### src/rtl/timer_ctrl_pkg.sv
// timer_ctrl_pkg: state encoding, slice width and preload helper shared by
// the ls161 timer controller files.
package timer_ctrl_pkg;

   localparam int unsigned SLICE_W = 4;
   localparam int unsigned MAX_W   = 64;

   typedef enum logic [2:0] {
      ST_CLEAR,
      ST_IDLE,
      ST_LOAD,
      ST_RUN,
      ST_FIN
   } state_t;

   // Negation: the low WIDTH bits equal (2^WIDTH - p) mod 2^WIDTH for any WIDTH <= MAX_W.
   function automatic logic [MAX_W-1:0] preload(input logic [MAX_W-1:0] p);
      return '0 - p;
   endfunction

endpackage

### src/rtl/timer_prescaler.sv
// timer_prescaler: 4-bit cyclic down-counter (reload..0) with a zero flag.
// Only compiled when TIMER_PRESCALE_EN is defined.
`ifdef TIMER_PRESCALE_EN
module timer_prescaler (
   input  logic       clk,
   input  logic       rst,
   input  logic       clear,
   input  logic       enable,
   input  logic [3:0] reload,
   output logic       zero
);

   logic [3:0] count;

   always_ff @(posedge clk) begin
      if (rst || clear) begin
         count <= '0;
      end else if (enable) begin
         count <= (count == '0) ? reload : count - 4'd1;
      end
   end

   assign zero = (count == '0);

endmodule
`endif

### src/rtl/ls161_timer_ctrl.sv
// ls161_timer_ctrl: sequences a chain of 161-style counter slices as a one-shot
// or periodic timer. Define TIMER_PRESCALE_EN to add the PRESCALE input.
module ls161_timer_ctrl
   import timer_ctrl_pkg::*;
#(
   parameter int unsigned WIDTH = 8
) (
   input  logic             CLK,
   input  logic             RST,
   input  logic             START,
   input  logic             STOP,
   input  logic             MODE,
   input  logic [WIDTH-1:0] PERIOD,
`ifdef TIMER_PRESCALE_EN
   input  logic [3:0]       PRESCALE,
`endif
   input  logic [WIDTH-1:0] CNT_Q,
   input  logic             CNT_RCO,
   output logic             CLR_n,
   output logic             LOAD_n,
   output logic             ENP,
   output logic             ENT,
   output logic [WIDTH-1:0] D,
   output logic             BUSY,
   output logic             TICK,
   output logic             DONE
);

   if ((WIDTH % SLICE_W) != 0 || WIDTH > MAX_W || WIDTH == 0) begin : g_bad_width
      $error("ls161_timer_ctrl: WIDTH must be a non-zero multiple of 4, at most 64");
   end

   state_t           state;
   state_t           state_next;
   logic             mode_q;
   logic [WIDTH-1:0] d_q;
   logic             tick_q;
   logic             enp_raw;
   logic             term;
   logic             capture;

`ifdef TIMER_PRESCALE_EN
   logic [3:0] prescale_q;
   logic       pre_zero;

   always_ff @(posedge CLK) begin
      if (RST) begin
         prescale_q <= '0;
      end else if (capture) begin
         prescale_q <= PRESCALE;
      end
   end

   timer_prescaler u_prescaler (
      .clk    (CLK),
      .rst    (RST),
      .clear  (state == ST_LOAD),
      .enable (state == ST_RUN),
      .reload (prescale_q),
      .zero   (pre_zero)
   );

   assign enp_raw = pre_zero;
`else
   assign enp_raw = 1'b1;
`endif

   always_ff @(posedge CLK) begin
      if (RST) begin
         state <= ST_CLEAR;
      end else begin
         state <= state_next;
      end
   end

   // Terminal uses the ungated enable so the one-shot hold on ENP cannot mask it.
   always_comb begin
      state_next = state;
      CLR_n      = 1'b1;
      LOAD_n     = 1'b1;
      ENP        = 1'b0;
      ENT        = 1'b0;
      DONE       = 1'b0;
      term       = 1'b0;
      case (state)
         ST_CLEAR: begin
            CLR_n      = 1'b0;
            state_next = ST_IDLE;
         end
         ST_IDLE: begin
            if (STOP) begin
               state_next = ST_CLEAR;
            end else if (START && PERIOD != '0) begin
               state_next = ST_LOAD;
            end
         end
         ST_LOAD: begin
            LOAD_n     = 1'b0;
            state_next = STOP ? ST_CLEAR : ST_RUN;
         end
         ST_RUN: begin
            ENT  = 1'b1;
            term = CNT_RCO & enp_raw;
            if (mode_q) begin
               ENP    = enp_raw;
               LOAD_n = ~term;
            end else begin
               ENP = enp_raw & ~CNT_RCO;
            end
            if (STOP) begin
               state_next = ST_CLEAR;
            end else if (term && !mode_q) begin
               state_next = ST_FIN;
            end
         end
         ST_FIN: begin
            DONE       = ~STOP;
            state_next = STOP ? ST_CLEAR : ST_IDLE;
         end
         default: state_next = ST_CLEAR;
      endcase
   end

   assign capture = (state == ST_IDLE) && (state_next == ST_LOAD);

   always_ff @(posedge CLK) begin
      if (RST) begin
         mode_q <= 1'b0;
         d_q    <= '0;
         tick_q <= 1'b0;
      end else begin
         tick_q <= (state == ST_RUN) && term && !STOP;
         if (capture) begin
            mode_q <= MODE;
            d_q    <= WIDTH'(preload(MAX_W'(PERIOD)));
         end
      end
   end

   assign D    = d_q;
   assign TICK = tick_q;
   assign BUSY = (state == ST_LOAD) || (state == ST_RUN);

   // The chain's terminal count must agree with its observed value while running.
   a_rco_matches_q: assert property (@(posedge CLK) disable iff (RST)
      (state == ST_RUN) |-> (CNT_RCO == &CNT_Q));

endmodule

### config.mk
export PLATFORM = sky130hd
export DESIGN_NAME = ls161_timer_ctrl
export DESIGN_NICKNAME = d
export VERILOG_FILES = /design/src/rtl/timer_ctrl_pkg.sv /design/src/rtl/timer_prescaler.sv /design/src/rtl/ls161_timer_ctrl.sv
export SDC_FILE = /design/constraint.sdc
export NUM_CORES = 1
export LEC_CHECK = 0
export CORE_ASPECT_RATIO = 0.8
export CORE_UTILIZATION = 39
export CTS_BUF_LIST = sky130_fd_sc_hd__clkbuf_8
export CTS_CLUSTER_SIZE = 28
export DETAILED_ROUTE_END_ITERATION = 6
export MAX_ROUTING_LAYER = met4
export PLACE_DENSITY_LB_ADDON = 0.12
export RECOVER_POWER = 50
export SLEW_MARGIN = 30
export SYNTH_ARGS = -nofsm -noshare
export SYNTH_HDL_FRONTEND = slang
export SYNTH_SLANG_ARGS = --single-unit
### constraint.sdc
create_clock -name CLK -period 1.9 [get_ports CLK]
set_input_delay 0.19 -clock CLK [delete_from_list [all_inputs] [get_ports CLK]]
set_output_delay 0.19 -clock CLK [all_outputs]
set_load 0.02 [all_outputs]
==> reports/metrics.cfg, run 1 <==
[cells_and_area]
layout_commonest_cell = sky130_fd_sc_hd__clkdlybuf4s50_1
final_nets = 137
post_route_cells_drive_above_1_share_pct = 12.4
finalNonFillerCells = 135
layout.area.seq_sq_um = 260
syn2layout_area_growth_pct = 60.6
total_of_fill_cells_in_the_finished_design = 146
design_area_sq_um = 1100
mostFrequentLayoutCells = 17 x sky130_fd_sc_hd__clkdlybuf4s50_1, 13 x sky130_fd_sc_hd__dfxtp_1, 9 x sky130_fd_sc_hd__dlygate4sd3_1
total_area_of_multi_input_combinational_cells_sq_um = 403
insertedDiodeCount = 0

[power]
sw_frac_of_total_pct = 24.7
clkPwrFrac_pct = 36.4
internal-power_uw = 500
fin_total_pwr_uw = 665
netSwitchingPower_uw = 164
irDropWorstVdd_uv = 478
power.share.sequential_pct = 43.6
cellLeakagePower_uw = 0.000459
cellPowerDensity_nw_per_um2 = 604
fraction_of_power_consumed_by_combinational_cells_pct = 20.1

[timing]
finalHoldViolations = 0
slew_headroom_pct = 67.9
slew_viol_final = 0
fin_ws_ns = 0.0929
finalSetupTns_ns = 0
finalSetupViolCount = 0
maxClockFrequency_ghz = 0.553
unrepaired_setup_endpoints_after_global_routing = false
measured_slew_at_the_worst_slew_check_pin_ns = 0.480
clock_skew_ns = 0.00215
period_minus_ws_final_ns = 1.81
final.period_utilization_pct = 95.1

[clock_network]
insertion_delay_ns = 0.24
clkSlewWorstSetupHoldPaths_ns = 0.05
cts_num_sinks = 13
clock_tree.root_cell = sky130_fd_sc_hd__clkbuf_8
tritoncts = yes
number_of_cts_inserted_buffers = 3
max-clock-path-buffers = 2
ctsHtreeMaxLevel = 1
postCtsSetupBuffers = 0

[detailed_routing]
routed-via-count = 644
wl_met2_um = 708
detail_route.wl_per_cell_um = 11.4
first_pass_iters = 4
route.final.wire_length_um = 1540
met3WireLength_um = 66
routed.top_layer = met3
met1_length_um = 762
route.detailed.vias_per_inst = 4.77
drt_drc_violations_left = 0
first_iter_violations = 12
final_antenna_net_count = 0

[critical_path]
worstPathArrival_ns = 1.62
worstPathMaxFanout = 7
critPathCaptureType = primary output
crit_path_start_kind = flop
critical_path_required_ns = 1.71
critical_path_class = flop to primary output

[global_routing]
number_of_antenna_violations_at_the_first_check_in_global_routing = 0
first_global_vias = 549
grt_max_degree = 11
gr-total-overflow = 0
grt.total_usage_pct = 17.6
grt_pass1_wl_um = 2310

[place]
routabilityCongestion = 0.738
dp.final_hpwl_um = 1210
dpl_cell_area_sq_um = 1060
detailedPlace.worstSlack_ns = -0.00724
dp.cells = 131
io_buffer_count = 28

[die]
initial_core_util_pct = 41.7
die-area_sq_um = 1930
placement_rows = 13
floorplan.core_area_sq_um = 1640
die_h_um = 39.5
floorplan.die.width_um = 48.9
io_pins = 37

[status]
status = complete, no violations

[job]
maxCapViolations = 0

[synth]
post_synth.cell_area_avg_sq_um = 9.14
syn-cell-area_sq_um = 686
postSynthNetCount = 98
synth_sequential_area_ratio_pct = 38.0
synth_warnings = 0
post_synth_num_cell_types = 29
synth.ff_latch_count = 13
postSynthCellCount = 75

[min_path]
min_delay_worst_type = flop to flop

-- layer usage --
metal  track usage, %  vias to the layer above
li1                 -                      340
met1             19.4                      289
met2             28.5                       15
met3             6.98                        0
met4             8.82                        0
met5                -                        -
-- power groups by stage --
stage	Sequential [uW]	Clock [uW]	Combinational [uW]
floorplan	299	0	58.1
global placement	295	0	134
detailed placement	296	0	135
CTS	290	250	136
global route	291	256	144
finish	290	242	133
-- stage by stage --
step           utilization, %  hold WS (ns)
5_1_grt                  67.0         0.499
4_1_cts                  67.0         0.463
6_report                 67.0         0.459
2_1_floorplan               -         0.275
3_3_place_gp             64.4         0.454
3_5_place_dp             64.4         0.451
-- sequential cells by signal, summed over array words and instances (netlist names) --
signal and count:
D 8, TICK 1, mode_q 1, state 3
-- cells in the mapped netlist --
cell	instances	area, sq um
sky130_fd_sc_hd__nor4b_1	2	17.5
sky130_fd_sc_hd__o21ai_0	2	10.0
sky130_fd_sc_hd__nor3b_1	3	22.5
sky130_fd_sc_hd__maj3_1	1	10.0
sky130_fd_sc_hd__nor4_1	1	6.26
sky130_fd_sc_hd__o32a_1	1	10.0
sky130_fd_sc_hd__dfxtp_1	13	260
sky130_fd_sc_hd__nor2b_1	2	12.5
sky130_fd_sc_hd__a21oi_1	1	5.00
sky130_fd_sc_hd__or3_4	1	11.3
sky130_fd_sc_hd__or3_1	2	12.5
sky130_fd_sc_hd__nor2_1	8	30.0
sky130_fd_sc_hd__o22ai_1	3	18.8
sky130_fd_sc_hd__nand2b_1	3	18.8
sky130_fd_sc_hd__nand2_1	5	18.8
sky130_fd_sc_hd__a21o_1	1	7.51
sky130_fd_sc_hd__a311oi_1	1	8.76
sky130_fd_sc_hd__xnor2_1	5	43.8
sky130_fd_sc_hd__mux2i_1	6	60.1
sky130_fd_sc_hd__clkbuf_1	2	7.51
sky130_fd_sc_hd__and3b_1	1	8.76
sky130_fd_sc_hd__xor2_1	1	8.76
sky130_fd_sc_hd__a211oi_4	1	20.0
sky130_fd_sc_hd__or2b_1	1	7.51
sky130_fd_sc_hd__ha_1	1	12.5
sky130_fd_sc_hd__nor3_1	1	5.00
sky130_fd_sc_hd__inv_1	4	15.0
sky130_fd_sc_hd__a21boi_0	1	7.51
sky130_fd_sc_hd__nand2b_2	1	8.76
-- layout make-up --
class | count | area share [%]
flip-flops and latches | 13 | 23.6
multi-input cells | 56 | 36.6
inverters | 4 | 1.36
clock inverters | 1 | 0.341
repair buffers | 36 | 31.8
clock buffers | 3 | 3.75
well taps | 22 | 2.50
-- critical path: stages (launching register included) --
cell                              delay, ns
sky130_fd_sc_hd__dfxtp_1               0.30
sky130_fd_sc_hd__buf_4                 0.15
sky130_fd_sc_hd__nor4b_1               0.27
sky130_fd_sc_hd__clkdlybuf4s50_1       0.65
-- final timing paths --
kind	startpoint	depth (start not counted)	slack (ns)	to
hold / removal	mode_q	1	0.46	state[2]
setup / recovery	state[1]	3	0.09	DONE
setup reg to reg	state[1]	6	0.28	D[3]
hold reg to reg	mode_q	1	0.46	state[2]
-- cells by family after synthesis --
| family | share of synthesized area [%] |
|---|---|
| xor+xnor | 7.66 |
| buf+inv | 3.28 |
| fa+ha+maj | 3.28 |
| flops | 38.0 |
| compound gates | 12.8 |
| mux | 8.76 |
| simple gates | 26.3 |
-- repair_timing --
action | CTS | global route
endpoints found under the setup margin | 2 | 0
gates resized for setup | 2 | 0
hold buffers | 0 | 0
Power figures use the tool's default switching activity.
==> inputs of run 2 (changes only) <==
SETUP_SLACK_MARGIN = 0.2   (was unset)
SLEW_MARGIN = 20   (was 30)
==> reports/metrics.cfg, run 2 (same netlist as run 1, synthesis figures left out) <==
[die]
die-area_sq_um = 1930  ; unchanged
floorplan.die.width_um = 48.9  ; unchanged
initial_core_util_pct = 41.7  ; unchanged
io_pins = 37  ; unchanged
floorplan.core_area_sq_um = 1640  ; unchanged
placement_rows = 13  ; unchanged
die_h_um = 39.5  ; unchanged

[power]
netSwitchingPower_uw = 169  ; +3.0%
internal-power_uw = 503  ; +0.53%
cellLeakagePower_uw = 0.000486  ; +5.9%
fin_total_pwr_uw = 672  ; +1.1%
cellPowerDensity_nw_per_um2 = 591  ; -2.1%
fraction_of_power_consumed_by_combinational_cells_pct = 20.6  ; +0.5 points
clkPwrFrac_pct = 36.2  ; -0.2 points
irDropWorstVdd_uv = 478  ; about the same
sw_frac_of_total_pct = 25.2  ; +0.45 points
power.share.sequential_pct = 43.2  ; -0.4 points

[cells_and_area]
final_nets = 139  ; +1.5%
largest_register_ffs = 8  ; unchanged
design_area_sq_um = 1140  ; +3.3%
post_route_cells_drive_above_1_share_pct = 16.5  ; +4.1 points
syn2layout_area_growth_pct = 65.9
insertedDiodeCount = 0  ; unchanged
layout_commonest_cell = sky130_fd_sc_hd__dfxtp_1
mostFrequentLayoutCells = 13 x sky130_fd_sc_hd__dfxtp_1, 12 x sky130_fd_sc_hd__clkdlybuf4s50_1, 9 x sky130_fd_sc_hd__dlygate4sd3_1

[detailed_routing]
routed-via-count = 665  ; +3.3%
route.final.wire_length_um = 1680  ; +9.3%
detail_route.wl_per_cell_um = 12.3  ; +7.7%
first_iter_violations = 14  ; +2
drt_drc_violations_left = 0  ; unchanged
final_antenna_net_count = 0  ; unchanged
first_pass_iters = 4  ; unchanged
route.detailed.vias_per_inst = 4.85  ; +1.8%

[timing]
clock_skew_ns = 0.000759  ; -0.00139 ns
finalHoldViolations = 0  ; unchanged
period_minus_ws_final_ns = 1.69  ; -0.115 ns
measured_slew_at_the_worst_slew_check_pin_ns = 0.401  ; -0.0790 ns
final.period_utilization_pct = 89.0  ; -6.1 points
slew_viol_final = 0  ; unchanged
slew_headroom_pct = 73.0  ; +5.1 points
maxClockFrequency_ghz = 0.591  ; +6.8%
unrepaired_setup_endpoints_after_global_routing = true
finalSetupViolCount = 0  ; unchanged

[critical_path]
critical_path.slowest_cell = sky130_fd_sc_hd__or3_4
crit_path_cell_trace = buf_6 > or3_4 > a211oi_4 > clkbuf_16 > mux2i_1 > nor2_1
critical_path_required_ns = 2.03  ; +0.32 ns
worstPathArrival_ns = 1.82  ; +0.20 ns
crit_path_start_kind = flop
slowest_stage_delay_cp_ns = 0.38  ; -0.27 ns
worstPathMaxFanout = 6  ; -1
critical_path_class = flop to flop
critPathCaptureType = flop

[clock_network]
insertion_delay_ns = 0.25  ; about the same
ctsHtreeMaxLevel = 1  ; unchanged
clock_tree.root_cell = sky130_fd_sc_hd__clkbuf_8
clkSlewWorstSetupHoldPaths_ns = 0.05  ; about the same
number_of_cts_inserted_buffers = 3  ; unchanged
tritoncts = yes
max-clock-path-buffers = 2  ; unchanged
cts_num_sinks = 13  ; unchanged

[place]
dpl_cell_area_sq_um = 1060  ; unchanged
io_buffer_count = 28  ; unchanged
dp.final_hpwl_um = 1210  ; unchanged
routabilityCongestion = 0.738  ; unchanged

[global_routing]
grt_max_degree = 11  ; unchanged
grt.total_usage_pct = 17.7  ; +0.089 points
number_of_antenna_violations_at_the_first_check_in_global_routing = 0  ; unchanged
first_global_vias = 553  ; +0.73%
grt_pass1_wl_um = 2330  ; +0.61%
gr-total-overflow = 0  ; unchanged

[status]
status = complete, no violations

[job]
maxCapViolations = 0  ; unchanged

[min_path]
min_delay_worst_type = input port to flop

## run 2: final timing paths
check                               start       end  slack, ns  depth (start not counted)
worst max-delay path             state[1]      D[4]       0.21                          6
worst min-delay path            PERIOD[1]      D[1]       0.44                          5
worst max register to register   state[1]      D[4]       0.21                          6
worst min register to register     mode_q  state[2]       0.46                          1
## run 2: stage by stage
stage / setup TNS, ns / worst slack [ns] / std cells / hold slack [ns] / util (%)
5_1_grt: 0 / 0.123 / 137 / 0.499 / 69.2
4_1_cts: 0 / 0.192 / 135 / 0.463 / 66.7
3_3_place_gp: 0 / 0.0145 / 131 / 0.454 / 64.4
2_1_floorplan: 0 / 0.313 / 75 / 0.275 / -
3_5_place_dp: -0.00842 / -0.00724 / 131 / 0.451 / 64.4
6_report: 0 / 0.208 / 137 / 0.443 / 69.2
## run 2: what timing repair did
action	CTS	global route
cloned	0	1
endpoints found under the setup margin	6	13
setup buffers	0	1
endpoints found under the hold margin	0	0
hold buffers	0	0
pin swaps	0	3
gates resized for setup	6	10
## run 2: power by group through the flow
stage	Sequential, uW	Combinational (uW)	Clock [uW]
after global routing	291	150	256
after floorplan	299	58.1	0
final	290	139	244
after detailed placement	296	135	0
after global placement	295	134	0
after CTS	290	133	250
## run 2: routing by layer
metal / vias to the layer above / share of wire (%) / GRT usage, %
met5: - / 0 / -
met4: 0 / 0.71 / 8.82
met1: 306 / 46 / 19.4
li1: 340 / - / -
met3: 2 / 4.2 / 6.98
met2: 17 / 49 / 28.8
## run 2: cell type report
type                    count  area (sq um)
flip-flops and latches     13           260
fillers                   147           505
repair buffers             38           373
multi-input cells          56           417
inverters                   4          15.0
clock inverters             1          3.75
clock buffers               3          41.3
well taps                  22          27.5
## run 2: critical path: cells and delay by family, from the launching register on
family	cells	cell delay (ns)
compound gates	1	0.33
buf+inv	2	0.33
flops	1	0.31
mux	1	0.17
simple gates	2	0.43
